**config.mk**
```make
export PLATFORM = sky130hd
export DESIGN_NAME = mc_core_hs
export DESIGN_NICKNAME = d
export VERILOG_FILES = /design/src/rtl/tinyv_pkg.sv /design/src/rtl/mc_regfile.sv /design/src/rtl/mc_core_hs.sv
export SDC_FILE = /design/constraint.sdc
export NUM_CORES = 2
export LEC_CHECK = 0
export ABC_CLOCK_PERIOD_IN_PS = 42000
export CAP_MARGIN = 20
export CELL_PAD_IN_SITES_DETAIL_PLACEMENT = 1
export CELL_PAD_IN_SITES_GLOBAL_PLACEMENT = 1
export CORE_MARGIN = 2
export CORE_UTILIZATION = 40
export DETAILED_ROUTE_END_ITERATION = 7
export DONT_BUFFER_PORTS = 1
export GPL_ROUTABILITY_DRIVEN = 0
export PLACE_DENSITY_LB_ADDON = 0.1
export SETUP_SLACK_MARGIN = 0.05
export SYNTH_ARGS = -nofsm -noshare
export SYNTH_HDL_FRONTEND = slang
export SYNTH_SLANG_ARGS = --single-unit
```
**constraint.sdc**
```tcl
create_clock -name clk -period 42 [get_ports clk]
set_input_delay 8.4 -clock clk [delete_from_list [all_inputs] [get_ports clk]]
set_output_delay 8.4 -clock clk [all_outputs]
set_load 0.01 [all_outputs]
```
**src/rtl/tinyv_pkg.sv**
```systemverilog
// tinyv_pkg
// Shared definitions for the TinyV multicycle core: opcode, FSM state and
// trap-cause enums, instruction field positions, and the small ALU used in
// the EXEC state.
package tinyv_pkg;

  localparam int INSTR_WIDTH = 32;

  // Instruction field positions (5-bit register fields, 16-bit immediate,
  // 26-bit jump index, 6-bit opcode in the low bits).
  localparam int OPC_W   = 6;
  localparam int RS1_LSB = 27;
  localparam int RS2_LSB = 22;
  localparam int RD_LSB  = 17;
  localparam int IMM_LSB = 6;
  localparam int IDX_LSB = 6;

  typedef enum logic [5:0] {
    OP_ADD  = 6'h01,
    OP_SUB  = 6'h02,
    OP_AND  = 6'h03,
    OP_OR   = 6'h04,
    OP_XOR  = 6'h05,
    OP_SLT  = 6'h06,
    OP_ADDI = 6'h07,
    OP_LW   = 6'h08,
    OP_SW   = 6'h09,
    OP_BEQ  = 6'h0A,
    OP_J    = 6'h0B,
    OP_JAL  = 6'h0C,
    OP_HALT = 6'h0D
  } opcode_e;

  typedef enum logic [2:0] {
    S_FETCH,
    S_DECODE,
    S_EXEC,
    S_MEM,
    S_WB,
    S_HALT,
    S_TRAP
  } state_e;

  typedef enum logic [1:0] {
    TC_ILLEGAL  = 2'd0,
    TC_MISALIGN = 2'd1,
    TC_TIMEOUT  = 2'd2
  } trap_cause_e;

  function automatic logic isLegal(input logic [5:0] op);
    case (op)
      OP_ADD, OP_SUB, OP_AND, OP_OR, OP_XOR, OP_SLT,
      OP_ADDI, OP_LW, OP_SW, OP_BEQ, OP_J, OP_JAL, OP_HALT: return 1'b1;
      default: return 1'b0;
    endcase
  endfunction

  function automatic logic isRType(input logic [5:0] op);
    case (op)
      OP_ADD, OP_SUB, OP_AND, OP_OR, OP_XOR, OP_SLT: return 1'b1;
      default: return 1'b0;
    endcase
  endfunction

  // Everything that is not a logic/compare op (ADD, ADDI, LW/SW address)
  // falls through to an add.
  function automatic logic [31:0] aluOp(input logic [5:0] op,
                                        input logic [31:0] a,
                                        input logic [31:0] b);
    case (op)
      OP_SUB:  return a - b;
      OP_AND:  return a & b;
      OP_OR:   return a | b;
      OP_XOR:  return a ^ b;
      OP_SLT:  return {31'd0, ($signed(a) < $signed(b))};
      default: return a + b;
    endcase
  endfunction

endpackage

```
**src/rtl/mc_regfile.sv**
```systemverilog
// mc_regfile
// Register file for the TinyV core: two asynchronous read ports, one
// synchronous write port, register 0 reads as zero and ignores writes.
// Ports:
//   clk, reset            clock, asynchronous active-high reset (clears all)
//   i_rdAddrA/o_rdDataA   read port A
//   i_rdAddrB/o_rdDataB   read port B
//   i_wrEn/i_wrAddr/i_wrData  write port
module mc_regfile
  import tinyv_pkg::*;
#(
  parameter int NUM_REGS = 32,
  localparam int IDX_W = $clog2(NUM_REGS)
) (
  input  logic             clk,
  input  logic             reset,
  input  logic [IDX_W-1:0] i_rdAddrA,
  output logic [31:0]      o_rdDataA,
  input  logic [IDX_W-1:0] i_rdAddrB,
  output logic [31:0]      o_rdDataB,
  input  logic             i_wrEn,
  input  logic [IDX_W-1:0] i_wrAddr,
  input  logic [31:0]      i_wrData
);

  logic [31:0] r_regs [NUM_REGS];

  // Writes to register 0 are dropped so it always holds zero.
  always_ff @(posedge clk or posedge reset) begin
    if (reset) begin
      for (int i = 0; i < NUM_REGS; i++) begin
        r_regs[i] <= '0;
      end
    end else if (i_wrEn && (i_wrAddr != '0)) begin
      r_regs[i_wrAddr] <= i_wrData;
    end
  end

  assign o_rdDataA = (i_rdAddrA == '0) ? 32'd0 : r_regs[i_rdAddrA];
  assign o_rdDataB = (i_rdAddrB == '0) ? 32'd0 : r_regs[i_rdAddrB];

endmodule

```
**src/rtl/mc_core_hs.sv**
```systemverilog
// mc_core_hs
// Multicycle TinyV core with a valid/ack memory handshake, request timeout,
// halt/trap terminal states and a retired-instruction counter.
// Ports:
//   clk, reset              clock, asynchronous active-high reset
//   mem_req/mem_we          request valid, 1 = store
//   mem_addr/mem_wdata      byte address (low ADDR_WIDTH bits), store data
//   mem_rdata/mem_ack       read data and request completion
//   halted/trap/trap_cause  terminal status (cause 0 illegal, 1 misaligned,
//                           2 bus timeout)
//   instret/pc_dbg          retired-instruction count, current PC
module mc_core_hs
  import tinyv_pkg::*;
#(
  parameter int          ADDR_WIDTH  = 16,
  parameter int          NUM_REGS    = 32,
  parameter logic [31:0] RESET_PC    = 32'h0,
  parameter int          MEM_TIMEOUT = 255
) (
  input  logic                  clk,
  input  logic                  reset,
  output logic                  mem_req,
  output logic                  mem_we,
  output logic [ADDR_WIDTH-1:0] mem_addr,
  output logic [31:0]           mem_wdata,
  input  logic [31:0]           mem_rdata,
  input  logic                  mem_ack,
  output logic                  halted,
  output logic                  trap,
  output logic [1:0]            trap_cause,
  output logic [31:0]           instret,
  output logic [31:0]           pc_dbg
);

  localparam int IDX_W = $clog2(NUM_REGS);
  localparam int TO_W  = ($clog2(MEM_TIMEOUT + 1) > 8) ? $clog2(MEM_TIMEOUT + 1) : 8;
  localparam logic [TO_W-1:0]  TO_LAST = TO_W'(MEM_TIMEOUT - 1);
  localparam logic [IDX_W-1:0] LINK_IDX = IDX_W'(NUM_REGS - 1);

  state_e      r_state, w_nextState;
  trap_cause_e r_trapCause, w_nextCause;
  logic [31:0] r_pc, r_ir, r_a, r_b, r_d, r_dm, r_instret;
  logic [TO_W-1:0] r_toCnt;
  logic r_runEn, r_halted, r_trap;

  logic [5:0]       w_op;
  logic [IDX_W-1:0] w_rs1Idx, w_rs2Idx, w_rdIdx;
  logic [31:0]      w_imm, w_aluB, w_execResult, w_rfA, w_rfB, w_rfWdata;
  logic             w_isLW, w_isSW, w_isJump, w_misaligned, w_reqState;
  logic             w_ackSeen, w_timeout, w_retire, w_rfWe;
  logic [IDX_W-1:0] w_rfWaddr;

  assign w_op     = r_ir[OPC_W-1:0];
  assign w_rs1Idx = r_ir[RS1_LSB +: IDX_W];
  assign w_rs2Idx = r_ir[RS2_LSB +: IDX_W];
  assign w_rdIdx  = r_ir[RD_LSB +: IDX_W];
  assign w_imm    = {{16{r_ir[IMM_LSB+15]}}, r_ir[IMM_LSB +: 16]};
  assign w_isLW   = (w_op == OP_LW);
  assign w_isSW   = (w_op == OP_SW);
  assign w_isJump = (w_op == OP_J) || (w_op == OP_JAL);

  // R-type ops take B; ADDI and the LW/SW address take the immediate.
  // JAL reuses D to carry its link value, the already-incremented PC.
  assign w_aluB       = isRType(w_op) ? r_b : w_imm;
  assign w_execResult = (w_op == OP_JAL) ? r_pc : aluOp(w_op, r_a, w_aluB);

  // A misaligned data access traps before the bus ever sees it.
  // r_runEn holds the bus quiet for the first cycle after reset so mem_req
  // is low while reset is asserted even though the state is FETCH.
  assign w_misaligned = (r_d[1:0] != 2'b00);
  assign w_reqState   = (r_state == S_FETCH) || ((r_state == S_MEM) && !w_misaligned);
  assign mem_req      = r_runEn && w_reqState;
  assign mem_we       = mem_req && (r_state == S_MEM) && w_isSW;
  assign mem_addr     = (r_state == S_MEM) ? r_d[ADDR_WIDTH-1:0] : r_pc[ADDR_WIDTH-1:0];
  assign mem_wdata    = r_b;
  assign w_ackSeen    = mem_req && mem_ack;
  assign w_timeout    = mem_req && !mem_ack && (r_toCnt == TO_LAST);

  assign halted     = r_halted;
  assign trap       = r_trap;
  assign trap_cause = r_trapCause;
  assign instret    = r_instret;
  assign pc_dbg     = r_pc;

  mc_regfile #(.NUM_REGS(NUM_REGS)) u_regfile (
    .clk       (clk),
    .reset     (reset),
    .i_rdAddrA (w_rs1Idx),
    .o_rdDataA (w_rfA),
    .i_rdAddrB (w_rs2Idx),
    .o_rdDataB (w_rfB),
    .i_wrEn    (w_rfWe),
    .i_wrAddr  (w_rfWaddr),
    .i_wrData  (w_rfWdata)
  );

  // Next-state, retire and register-write decode. An instruction retires in
  // the cycle it leaves its last state; HALT and trapped instructions don't.
  always_comb begin
    w_nextState = r_state;
    w_nextCause = r_trapCause;
    w_retire    = 1'b0;
    w_rfWe      = 1'b0;
    w_rfWaddr   = w_rdIdx;
    w_rfWdata   = r_d;
    case (r_state)
      S_FETCH: begin
        if (w_timeout) begin
          w_nextState = S_TRAP;
          w_nextCause = TC_TIMEOUT;
        end else if (w_ackSeen) begin
          w_nextState = S_DECODE;
        end
      end
      S_DECODE: begin
        if (!isLegal(w_op)) begin
          w_nextState = S_TRAP;
          w_nextCause = TC_ILLEGAL;
        end else if (w_op == OP_HALT) begin
          w_nextState = S_HALT;
        end else begin
          w_nextState = S_EXEC;
        end
      end
      S_EXEC: begin
        if (w_isLW || w_isSW) begin
          w_nextState = S_MEM;
        end else if ((w_op == OP_BEQ) || (w_op == OP_J)) begin
          w_nextState = S_FETCH;
          w_retire    = 1'b1;
        end else begin
          w_nextState = S_WB;
        end
      end
      S_MEM: begin
        if (w_misaligned) begin
          w_nextState = S_TRAP;
          w_nextCause = TC_MISALIGN;
        end else if (w_timeout) begin
          w_nextState = S_TRAP;
          w_nextCause = TC_TIMEOUT;
        end else if (w_ackSeen) begin
          if (w_isLW) begin
            w_nextState = S_WB;
          end else begin
            w_nextState = S_FETCH;
            w_retire    = 1'b1;
          end
        end
      end
      S_WB: begin
        w_nextState = S_FETCH;
        w_retire    = 1'b1;
        w_rfWe      = 1'b1;
        if (w_isLW) begin
          w_rfWaddr = w_rs2Idx;
          w_rfWdata = r_dm;
        end else if (w_op == OP_ADDI) begin
          w_rfWaddr = w_rs2Idx;
        end else if (w_op == OP_JAL) begin
          w_rfWaddr = LINK_IDX;
        end
      end
      default: w_nextState = r_state;
    endcase
  end

  // State, datapath latches and counters. The timeout counter only runs
  // while a request is outstanding and clears on ack or when the bus idles.
  always_ff @(posedge clk or posedge reset) begin
    if (reset) begin
      r_state     <= S_FETCH;
      r_trapCause <= TC_ILLEGAL;
      r_pc        <= RESET_PC;
      r_ir        <= '0;
      r_a         <= '0;
      r_b         <= '0;
      r_d         <= '0;
      r_dm        <= '0;
      r_instret   <= '0;
      r_toCnt     <= '0;
      r_runEn     <= 1'b0;
      r_halted    <= 1'b0;
      r_trap      <= 1'b0;
    end else begin
      r_state     <= w_nextState;
      r_trapCause <= w_nextCause;
      r_runEn     <= 1'b1;
      r_toCnt     <= (mem_req && !mem_ack) ? r_toCnt + TO_W'(1) : '0;
      if (w_retire) r_instret <= r_instret + 32'd1;
      if (w_nextState == S_HALT) r_halted <= 1'b1;
      if (w_nextState == S_TRAP) r_trap <= 1'b1;
      case (r_state)
        S_FETCH: begin
          if (w_ackSeen) begin
            r_ir <= mem_rdata;
            r_pc <= r_pc + 32'd4;
          end
        end
        S_DECODE: begin
          r_a <= w_rfA;
          r_b <= w_rfB;
        end
        S_EXEC: begin
          r_d <= w_execResult;
          if ((w_op == OP_BEQ) && (r_a == r_b)) begin
            r_pc <= r_pc + {w_imm[29:0], 2'b00};
          end else if (w_isJump) begin
            r_pc <= {r_pc[31:28], r_ir[IDX_LSB +: 26], 2'b00};
          end
        end
        S_MEM: begin
          if (w_ackSeen && w_isLW) r_dm <= mem_rdata;
        end
        default: ;
      endcase
    end
  end

endmodule

```
# Yosys cells after proc, flatten, opt, wreduce, memory -nomap -nowiden

Memory sizes are Yosys's and may differ from the RTL's.
Index checks and enable logic that the tools add are counted.

Add/subtract/negate cells: 6
Order comparisons: 5
Equality and inequality tests: 25
Mux-type cells: 52
Bitwise gates (word level): 6
Reductions and logical operators: 31

Operators by type and width:

| kind                    | number |
|---|---|
| $bwmux W1024            | 1 |
| $mux W32                | 13 |
| $bmux W32 S5            | 2 |
| $demux W32 S5           | 1 |
| $pmux W32 S5            | 1 |
| $add A32 B32 Y32        | 2 |
| $pmux W32 S2            | 1 |
| $eq A6 B4 Y1 const B    | 6 |
| $add A32 B1 Y32 const B | 1 |
| $add A32 B3 Y32 const B | 1 |
| $and A32 B32 Y32        | 1 |
| $eq A32 B32 Y1          | 1 |
| $lt A32 B32 Y1          | 1 |
| $or A32 B32 Y32         | 1 |
| $sub A32 B32 Y32        | 1 |
| $xor A32 B32 Y32        | 1 |
| $mux W3                 | 10 |
| $mux W28                | 1 |
| $eq A6 B3 Y1 const B    | 4 |
| $mux W5                 | 4 |
| $ge A6 B6 Y1 const B    | 3 |
| $not A5 Y6              | 3 |
| $mux W16                | 1 |
| $pmux W3 S5             | 1 |
| 27 further kinds        | 63 |

Bits in registers: 1264
ROM bits: 16
Input port bits: 35
Word-level logic and storage cells: 172
Memories kept: 1

Memories:

| memory           | words | bits a word | rd ports | clocked after memory_dff | write ports | line            | source |
|---|---|---|---|---|---|---|---|
| (name not given) | 16    | 1           | 1        | 0                        | 0           | tinyv_pkg.sv:51 | `case (op)` |

# Logic depth before layout (Yosys ltp)

Depth in word-level cells: 11
Mapped depth: 20

# By module

From an unflattened synthesis, not the netlist that was laid out.

Cell total of the unflattened synthesis: 5739
Area total of the unflattened synthesis: 73140.1 sq um

By module, submodules not included:

| module     | instances | cells each | area an instance (sq um) | seq. area each (sq um) |
|---|---|---|---|---|
| mc_regfile | 1         | 3617       | 55002.8                  | 25624.6 |
| mc_core_hs | 1         | 2122       | 18137.4                  | 5955.7 |

# Worst setup path before layout

Ideal clock, no wire load.

Path kind: input -> register
From: input mem_ack
To: register r_instret[28], in the netlist instret[28]
Setup time: 0.126 ns
Data arrival time: 9.910 ns
Setup slack: 31.964 ns
Cell stages on the path: 8
Cell sequence: nand2_1 > o31ai_2 > nand4_1 > nor2_1 > nand3_1 > nor2_1 > nand2_1 > xnor2_1

Cells in the longest elaborated chain, start to end: 6
Elaborated cells on any way between the ends: 8

RTL lines:

| item                              | line              | source |
|---|---|---|
| from (decl)                       | mc_core_hs.sv:27  | `input logic mem_ack,` |
| $logic_not A1 Y1                  | mc_core_hs.sv:77  | `assign w_timeout = mem_req && !mem_ack && (r_toCnt == TO_LAST);` |
| $logic_and A1 B1 Y1 (2 in series) | mc_core_hs.sv:77  |  |
| $mux W1 (*)                       | mc_core_hs.sv:139 | `end else if (w_timeout) begin` |
| $mux W1 (*)                       | mc_core_hs.sv:136 | `if (w_misaligned) begin` |
| $pmux W1 S3 (*)                   | mc_core_hs.sv:106 | `case (r_state)` |
| to (signal assigned)              | mc_core_hs.sv:190 | `if (w_retire) r_instret <= r_instret + 32'd1;` |
| to (decl)                         | mc_core_hs.sv:42  | `logic [31:0] r_pc, r_ir, r_a, r_b, r_d, r_dm, r_instret;` |

Every way passes the cells marked *; elsewhere a longest branch is shown, timed or not.
A chain may end at the register's enable or synchronous reset.

# Worst setup path after layout

From: register r_state[1]
To: output mem_addr[5]

Cells in the longest elaborated chain, start to end: 2

RTL lines:

| item                   | line              | source |
|---|---|---|
| from (decl)            | mc_core_hs.sv:40  | `state_e r_state, w_nextState;` |
| from (signal assigned) | mc_core_hs.sv:186 | `r_state <= w_nextState;` |
| $eq A3 B2 Y1           | mc_core_hs.sv:74  | `assign mem_addr = (r_state == S_MEM) ? r_d[ADDR_WIDTH-1:0] : r_pc[ADDR_WIDTH-1:0];` |
| $mux W16               | mc_core_hs.sv:74  |  |
| to (decl)              | mc_core_hs.sv:24  | `output logic [ADDR_WIDTH-1:0] mem_addr,` |

Every way passes these cells.

==> flow_metrics.py <==
metrics = {
    "timing": {
        "tightestPinTransition_ns": 1.19,
        "hold_violations": 0,
        "rsz0062_at_grt": "no",
        "finalWorstPathRequiredPeriod_ns": 11.54,
        "worst_clock_skew_ns": 0.0300,
        "number_of_setup_violations_in_the_final_report": 0,
        "finalCritPeriodShare_pct": 27.5,
        "max_freq_mhz": 86.6,
        "slew_violations": 0,
        "slew_headroom_pct": 19.6,
        "finalSetupTns_ns": 0,
    },
    "synthesis": {
        "post_synth_edffs": 0,
        "synth.cell_area_sq_mm": 0.0699,
        "postSynth.topFlopCell": "sky130_fd_sc_hd__dfrtp_1",
        "ys_seq_area_share_pct": 45.2,
        "synth_cells": 6987,
        "count_of_synthesis_stage_warnings_from_yosys": 0,
        "per_instance_average_area_after_synthesis_sq_um": 10.0,
        "ys_seq_elements": 1262,
        "synthArstFlopShare_pct": 100,
        "netlist-cell-type-count": 87,
    },
    "routing": {
        "vias_per_cell": 6.24,
        "met2_length_microns": 128000,
        "drt-pass1-iter-count": 6,
        "drt_iter0_drc": 5521,
        "wl_met1_microns": 127000,
        "detail_route.drc_violations": 0,
        "drt-wirelength-per-cell_microns": 31.6,
        "route.antenna.remaining_nets": 0,
        "met3_wl_post_dr_microns": 19700,
        "detailroute.via_count": 56938,
        "dr.max_layer_used": "met5",
        "routed_wire_length_microns": 288000,
    },
    "global_route": {
        "grt_pass1_vias": 58268,
        "grt_overflow": 0,
        "grt_max_degree": 162,
        "first_pass_grt_wire_length_microns": 421000,
        "groute.usage.overall_pct": 32.1,
        "antenna_violations_before_repair": 25,
    },
    "run_status": {
        "run_status": "complete, no violations",
    },
    "cells_and_area": {
        "layout.nets": 6838,
        "layout.cells.most_common": "sky130_fd_sc_hd__dfrtp_1",
        "drive_gt1_share_pct": 15.9,
        "utilization_pct": 44.8,
        "mostFrequentLayoutCells": "sky130_fd_sc_hd__dfrtp_1, sky130_fd_sc_hd__a21oi_1, sky130_fd_sc_hd__nand2_1",
        "areaGrowthSynthToFinish_pct": 11.3,
        "finish.instance_area_sq_mm": 0.0778,
    },
    "min_path": {
        "hold_class": "reg -> reg",
    },
    "placed_design": {
        "place.detailed.hpwl_microns": 180000,
        "place.port_buffers": 0,
        "placedInstanceArea_sq_mm": 0.0723,
    },
    "floorplanning": {
        "floorplan.io_pins": 153,
        "std_cell_rows": 153,
        "initial_core_util_pct": 40.2,
        "design.die.area_sq_mm": 0.178,
        "core_region_area_sq_mm": 0.174,
        "die_height_microns": 422,
        "die_span_x_microns": 422,
    },
    "worst_setup_path": {
        "critical_path_class": "reg -> out",
        "crit_path_end_kind": "primary output",
        "arrival_ns": 3.14,
        "worst-endpoint-required_ns": 33.60,
        "setup.reg_to_reg.worst_slack_ns": 35.75,
        "crit_path_start_kind": "flop",
        "timing.critical_path.fanout_max": 19,
    },
    "clock_network": {
        "tritoncts": "built",
        "clock_tree.root_cell": "sky130_fd_sc_hd__clkbuf_16",
        "cts_max_level": 4,
        "cts_buffers": 151,
        "cts_repair_resize_count": 0,
        "clock_latency_ns": 0.83,
        "cts.repair_timing.setup_buffer_count": 0,
        "postCtsHoldBufs": 0,
        "cts_max_path_buffers": 3,
        "cts.sink_count": 1262,
        "path_clk_slew_ns": 0.06,
    },
    "power": {
        "p_per_area_mw_per_mm2": 34.1,
        "static_leakage_power_uw": 0.0337,
        "finalPower_uw": 2650,
        "vdd_ir_drop_max_mv": 0.0318,
    },
    "run": {
        "maxCapViolations": 0,
    },
}
## final cells by class
class / instances / area, sq um
multi-input cells: 4969 / 36000
well taps: 2325 / 2910
diodes: 6 / 15.0
fillers: 19053 / 96000
inverters: 115 / 435
clock inverters: 64 / 860
repair buffers: 172 / 1570
clock buffers: 209 / 4410
flip-flops and latches: 1262 / 31600
## sequential cells by signal, indices dropped and copies added (netlist names)
| name | cells |
|---|---|
| halted | 1 |
| instret | 32 |
| mem_wdata | 32 |
| pc_dbg | 30 |
| r_a | 32 |
| r_d | 32 |
| r_dm | 32 |
| r_ir | 32 |
| r_runEn | 1 |
| r_state | 3 |
| r_toCnt | 8 |
| trap | 1 |
| trap_cause | 2 |
| u_regfile.r_regs | 1024 |
## critical path, cell delays in order, from the launching register on
cell,delay [ns]
sky130_fd_sc_hd__dfrtp_1,0.78
sky130_fd_sc_hd__nand3_1,0.91
sky130_fd_sc_hd__mux2_2,0.62
## final timing paths
check / end / startpoint / cells past startpoint
worst max-delay path: mem_addr[5] / r_state[1] / 2
min in group asynchronous: u_regfile.r_regs[34] / reset / 1
worst min-delay path: u_regfile.r_regs[1018] / u_regfile.r_regs[1018] / 0
worst max register to register: r_d[24] / r_ir[5] / 18
worst min register to register: u_regfile.r_regs[1018] / u_regfile.r_regs[1018] / 0
max in group asynchronous: u_regfile.r_regs[19] / reset / 5
## cells by family (layout without fill, tap and decap cells)
| family | count (synthesis) | in the layout | share of synthesized area, % |
|---|---|---|---|
| compound gates | 2093 | 2093 | 17.0 |
| fa+ha+maj | 132 | 132 | 2.39 |
| mux | 834 | 834 | 19.1 |
| xor+xnor | 112 | 112 | 1.40 |
| simple gates | 1795 | 1795 | 10.7 |
| flops | 1262 | 1262 | 45.2 |
| other cells | 2 | 9 | 0.0107 |
| buf+inv | 757 | 560 | 4.28 |
## cells in the mapped netlist, types with 31 or more instances
library cell | n | area share, %
sky130_fd_sc_hd__nand2b_1 | 31 | 0.28
sky130_fd_sc_hd__a221oi_1 | 33 | 0.41
sky130_fd_sc_hd__dfrtp_1 | 1262 | 45
sky130_fd_sc_hd__nand2_1 | 797 | 4.3
sky130_fd_sc_hd__clkbuf_1 | 469 | 2.5
sky130_fd_sc_hd__xor2_1 | 48 | 0.60
sky130_fd_sc_hd__ha_1 | 129 | 2.3
sky130_fd_sc_hd__mux4_2 | 383 | 12
sky130_fd_sc_hd__o221ai_1 | 88 | 1.1
sky130_fd_sc_hd__nand3_1 | 68 | 0.49
sky130_fd_sc_hd__xnor2_1 | 64 | 0.80
sky130_fd_sc_hd__nor3_1 | 74 | 0.53
sky130_fd_sc_hd__o22ai_1 | 139 | 1.2
sky130_fd_sc_hd__a21oi_1 | 828 | 5.9
sky130_fd_sc_hd__o21ai_0 | 709 | 5.1
sky130_fd_sc_hd__inv_1 | 114 | 0.61
sky130_fd_sc_hd__nor2_1 | 690 | 3.7
sky130_fd_sc_hd__mux2_2 | 150 | 2.4
sky130_fd_sc_hd__mux2i_1 | 301 | 4.3
sky130_fd_sc_hd__o21ai_1 | 44 | 0.31
sky130_fd_sc_hd__a21o_1 | 42 | 0.45
sky130_fd_sc_hd__buf_2 | 115 | 0.82
sky130_fd_sc_hd__buf_1 | 55 | 0.30
## through the flow
stage                     std cells  worst slack (ns)  hold slack, ns
after floorplan                6988             16.16           0.445
after global placement         8826             29.65           0.381
after detailed placement       8833             29.62           0.388
after CTS                      9106             30.46           0.399
after global routing           9116             30.10           0.411
final                          9122             30.46           0.399
## routing by layer
layer	vias to the layer above	global-route usage, %
met4	14	13.6
met3	492	5.60
met2	1920	48.8
met5	-	0
li1	24589	-
met1	29923	45.1
## power by group
group          switching [uW]  internal [uW]  leakage [uW]
registers              0.0337           1220        0.0175
clock network             564            845       0.00260
logic                    24.7           1.43        0.0136
No activity file was read; power rests on OpenSTA's default activity.
